==> src/rtl/pixel_stream_writer.sv <==
// Packs RGB565 pixel pairs into 32-bit words and streams them to the SRAM memory manager.
// Optional dropped-pixel counter enabled by defining PIXEL_STREAM_WRITER_DROP_COUNT_EN.
module pixel_stream_writer #(
    parameter logic [17:0] BASE_ADDR   = 18'd0,
    parameter int          FRAME_WORDS = 38400,
    parameter int          FIFO_DEPTH  = 8
) (
    input  logic        clk,
    input  logic        rst,
    input  logic        frame_start,
    input  logic        pix_valid,
    input  logic [15:0] pix_data,
    output logic        pix_ready,
    output logic        mem_req,
    output logic        mem_wren,
    output logic [17:0] mem_address,
    output logic [31:0] mem_data_write,
    input  logic        mem_pause,
    output logic        frame_done,
    output logic        overflow,
    output logic [15:0] drop_count,
    output logic        busy
);
    localparam int PW = $clog2(FIFO_DEPTH);
    localparam int CW = PW + 1;
    localparam int IW = $clog2(FRAME_WORDS + 1);

    typedef enum logic [1:0] {IDLE, RUN, DRAIN, DONE} state_t;

    state_t        state_reg;
    logic [31:0]   fifo_mem [FIFO_DEPTH];
    logic [PW-1:0] wr_ptr_reg;
    logic [PW-1:0] rd_ptr_reg;
    logic [PW-1:0] rd_idx_next;
    logic [CW-1:0] count_reg;
    logic [31:0]   head_reg;
    logic [17:0]   addr_reg;
    logic [15:0]   low_reg;
    logic          have_low_reg;
    logic [IW-1:0] push_idx_reg;
    logic          overflow_reg;

    logic          fifo_full;
    logic          fifo_empty;
    logic          active;
    logic          pop;
    logic          accept;
    logic          push;
    logic          last_push;
    logic          ovf_event;
    logic [31:0]   push_word;

    assign fifo_full   = (count_reg == CW'(FIFO_DEPTH));
    assign fifo_empty  = (count_reg == '0);
    assign active      = (state_reg == RUN) || (state_reg == DRAIN);
    assign mem_req     = active && !fifo_empty;
    assign pop         = mem_req && !mem_pause;
    assign pix_ready   = (state_reg == RUN) && (!fifo_full || pop);
    assign accept      = pix_valid && pix_ready;
    assign push        = accept && have_low_reg;
    assign last_push   = push && (push_idx_reg == IW'(FRAME_WORDS - 1));
    assign ovf_event   = (state_reg == RUN) && pix_valid && !pix_ready;
    assign push_word   = {pix_data, low_reg};
    assign rd_idx_next = pop ? rd_ptr_reg + 1'b1 : rd_ptr_reg;

    assign mem_wren       = mem_req;
    assign mem_address    = addr_reg;
    assign mem_data_write = head_reg;
    assign frame_done     = (state_reg == DONE);
    assign overflow       = overflow_reg;
    assign busy           = active;

    always_ff @(posedge clk) begin
        if (push) begin
            fifo_mem[wr_ptr_reg] <= push_word;
        end
    end

    // Registered head read; a word written into the slot being read is forwarded directly.
    always_ff @(posedge clk) begin
        if (rst) begin
            head_reg <= '0;
        end else if (push && (wr_ptr_reg == rd_idx_next)) begin
            head_reg <= push_word;
        end else begin
            head_reg <= fifo_mem[rd_idx_next];
        end
    end

    always_ff @(posedge clk) begin
        if (rst) begin
            state_reg    <= IDLE;
            wr_ptr_reg   <= '0;
            rd_ptr_reg   <= '0;
            count_reg    <= '0;
            addr_reg     <= BASE_ADDR;
            low_reg      <= '0;
            have_low_reg <= 1'b0;
            push_idx_reg <= '0;
            overflow_reg <= 1'b0;
        end else if (frame_start) begin
            state_reg    <= RUN;
            wr_ptr_reg   <= '0;
            rd_ptr_reg   <= '0;
            count_reg    <= '0;
            addr_reg     <= BASE_ADDR;
            have_low_reg <= 1'b0;
            push_idx_reg <= '0;
            overflow_reg <= 1'b0;
        end else begin
            rd_ptr_reg <= rd_idx_next;
            count_reg  <= count_reg + CW'(push) - CW'(pop);
            if (push) begin
                wr_ptr_reg   <= wr_ptr_reg + 1'b1;
                push_idx_reg <= push_idx_reg + 1'b1;
            end
            if (pop) begin
                addr_reg <= addr_reg + 18'd1;
            end
            if (accept) begin
                have_low_reg <= !have_low_reg;
                if (!have_low_reg) begin
                    low_reg <= pix_data;
                end
            end
            if (ovf_event) begin
                overflow_reg <= 1'b1;
            end
            case (state_reg)
                RUN:     if (last_push) state_reg <= DRAIN;
                DRAIN:   if (pop && (count_reg == CW'(1))) state_reg <= DONE;
                DONE:    state_reg <= IDLE;
                default: state_reg <= state_reg;
            endcase
        end
    end

`ifdef PIXEL_STREAM_WRITER_DROP_COUNT_EN
    logic [15:0] drop_count_reg;

    always_ff @(posedge clk) begin
        if (rst || frame_start) begin
            drop_count_reg <= '0;
        end else if (ovf_event && (drop_count_reg != 16'hFFFF)) begin
            drop_count_reg <= drop_count_reg + 16'd1;
        end
    end

    assign drop_count = drop_count_reg;
`else
    assign drop_count = 16'd0;
`endif

endmodule

==> config.mk <==
export PLATFORM = sky130hd
export DESIGN_NAME = pixel_stream_writer
export DESIGN_NICKNAME = d
export VERILOG_FILES = /design/src/rtl/pixel_stream_writer.sv
export SDC_FILE = /design/constraint.sdc
export NUM_CORES = 1
export LEC_CHECK = 0
export BUFFER_PORTS_ARGS = -buffer_cell sky130_fd_sc_hd__buf_4
export CORE_ASPECT_RATIO = 1.1
export CORE_MARGIN = 2
export CORE_UTILIZATION = 55
export DETAILED_ROUTE_END_ITERATION = 8
export MAX_ROUTING_LAYER = met4
export PLACE_DENSITY = 0.72
export SKIP_CTS_REPAIR_TIMING = 1
export SLEW_MARGIN = 10
export SYNTH_ARGS = -nofsm -noshare
export SYNTH_HDL_FRONTEND = slang
export SYNTH_SLANG_ARGS = --single-unit
export TNS_END_PERCENT = 100
==> constraint.sdc <==
create_clock -name clk -period 6.7 [get_ports clk]
set_input_delay 0.335 -clock clk [delete_from_list [all_inputs] [get_ports clk]]
set_output_delay 0.335 -clock clk [all_outputs]
set_load 0.01 [all_outputs]
==> results.md <==
* First-pass GRT wire length at 45.2 mm
* VDD IR max at 0.000187 V
* Power Total at 4.45 mW
* H-Tree Depth at 2
* Max-slew violations at 0
* Synth Instances at 1013
* Largest net degree at the start of global routing at 66
* Vias in the first global route at 8195
* Multi-input logic area at 0.00397 mm2
* Worst rel slew slack at 28.4%
* Routed vias/inst at 5.86
* DRC marker count from the first detailed-route iteration at 685
* Most used DFF post-synth: edfxtp_1
* Max cap viols at 0
* Max stage delay on crit path at 0.66 ns
* Slowest CP cell: buf_4
* Core ar. at 0.0251 mm2
* Grt total ovfl at 0
* Asr flop ratio synth at 0%
* Synthesis Warnings at 0
* Inserted Diodes at 0
* Routed wire length per instance at 20.5 um
* # port buffers at 76
* CTS tree: yes
* Crit path DAT at 3.97 ns
* Largest Register: fifo_mem
* Period utilisation layout at 52.7%
* Seq cells post-synth at 352
* Fin Setup TNS at 0 ns
* Worst slew pin tran at 1.07 ns
* Commonest non-fill, non-tap cells in the layout: edfxtp_1 (256), nand2_1 (149), dfxtp_1 (96)
* Clk_lat worst skew at 0.51 ns
* Layout cells sized above 1 at 15.2%
* Most common cell after layout, fill and taps aside: edfxtp_1
* Worst Path Max Fanout at 65
* CP bufs+invs at 3
* Placed cell area at 0.0148 mm2
* Clk sinks at 352
* CP Capture Type: flip-flop
* Die height at 171 um
* Netlist cell types at 52
* Final WL at 29.1 mm
* LEAKAGE at 6.05 nW
* Skew final at 0.0177 ns
* Filler Cells Inserted at 1819
* RePlAce Congestion at 0.732
* Pre-CTS WS at 3.22 ns
* Die Wd at 156 um
* Worst setup margin at 3.17 ns
* Largest register FFs at 256
* Clock buffer depth at 3
* Initial cell density of the core at 55.5%
* Row count at 61
* CP top delay family: buffers and inverters
* Seq/Total Area, Yosys at 69.0%
* Hold Vio Cnt, Final at 0
* RSZ-0062 raised after global routing: no
* Clk slew on worst S/H paths at 0.06 ns
* Endpoints failing setup at 0
* Crit start category: flip-flop
* Setup CP Type: flip-flop to flip-flop
* Register area at 0.00961 mm2
* Post-synthesis average cell area at 13.8 um2
* F_max at 283 MHz
* Non-filler cells, final at 1424
* Cell Chain, Critical Path: inv_1 > ha_1 > or3b_1 > o2111ai_4 > buf_4 > xnor2_1 > a41oi_4 > buf_4 > a32o_1
* Final antenna-violating net count at 0
* Dpl cells at 1361
* Initial DRT Pass Iterations at 5
* Final instance area at 0.0160 mm2
* PD cells at 279 mW/mm2
* HPWL after DPL at 15.9 mm
* Status: completed
* Root Buffer: clkbuf_16
* Area growth, synth to finish at 14.5%
* DIE AREA at 0.0266 mm2
* Top-Level Pins at 93
* Min-Delay Path Class: input pin to flip-flop
* Post-synth EDFFs at 256
* Antenna violations before repair at 0
* DR vias at 8347
* Post-Syn Area at 0.0139 mm2
* # nets final at 1120
* Drt drc at 0
* Tot GR Track Use at 22.9%
* Most frequent CP cell: buf_4
* WP data required at 7.14 ns
* Post-route minimum period at 3.53 ns
* CTS Buf Count at 35
-- synth_stat cells (4+ instances only) --
cell       instances  share of area, %
edfxtp_1         256                55
nand2_1          149               4.0
dfxtp_1           96                14
mux2i_1           80               5.7
a32oi_1           65               4.1
nor2_1            63               1.7
a32o_1            32               2.3
clkbuf_1          25              0.67
buf_2             24              0.86
xnor2_1           24               1.5
inv_1             19              0.51
buf_4             18              0.97
nor3_1            16              0.57
ha_1              15               1.3
nand3_1           14              0.50
a21oi_1           13              0.47
xor2_1             9              0.57
nand4_1            7              0.31
buf_6              6              0.48
nor4_1             6              0.27
o21ai_1            6              0.22
or3_1              6              0.27
and2_1             5              0.22
nand2b_1           5              0.22
o2111ai_1          5              0.31
o21ai_0            5              0.18
nor2b_1            4              0.18
nor3b_1            4              0.22
-- worst paths after layout --
| kind | from | endpoint | slack, ns | cells past startpoint |
|---|---|---|---|---|
| min | pix_data[7] | fifo_mem[1][23] | 0.08 | 1 |
| max | state_reg[1] | mem_data_write[8] | 3.17 | 9 |
| min reg2reg | push_idx_reg[5] | push_idx_reg[5] | 0.48 | 2 |
| max reg2reg | state_reg[1] | mem_data_write[8] | 3.17 | 9 |
-- layer usage --
| layer | up-vias | global-route usage, % | routed length [um] |
|---|---|---|---|
| met5 | - | - | 0 |
| met4 | 0 | 7.34 | 754 |
| met3 | 66 | 3.72 | 1530 |
| met2 | 240 | 38.2 | 14400 |
| met1 | 4113 | 28.8 | 12400 |
| li1 | 3928 | - | - |
-- power breakdown --
part           internal (mW)  switching [mW]  total, mW
sequential              2.33          0.0117       2.35
clock                   1.23           0.782       2.01
combinational         0.0321          0.0564     0.0885
-- stage by stage --
step | utilization (%) | hold WS, ns
2_1_floorplan | - | 0.434
3_3_place_gp | 58.7 | 0.460
3_5_place_dp | 58.7 | 0.468
4_1_cts | 63.5 | 0.0701
5_1_grt | 63.5 | 0.0728
6_report | 63.5 | 0.0805
-- kinds of logic after synthesis --
| family | synth area share (%) |
|---|---|
| other | 0.0269 |
| adders and majority gates | 1.49 |
| DFF | 69.0 |
| xor gates and xnor gates | 2.07 |
| muxes | 5.75 |
| AOI/OAI and AO/OA | 8.42 |
| buffers and inverters | 3.58 |
| and+or+nand+nor | 9.70 |
-- final cells by class --
type | instances | area share, %
Sequential cell | 352 | 60.2
Inverter | 20 | 0.471
Multi-Input combinational cell | 581 | 24.9
Clock buffer | 49 | 6.46
Tap cell | 315 | 2.47
Clock inverter | 14 | 1.09
Timing Repair Buffer | 93 | 4.38
Power figures use the tool's default switching activity.
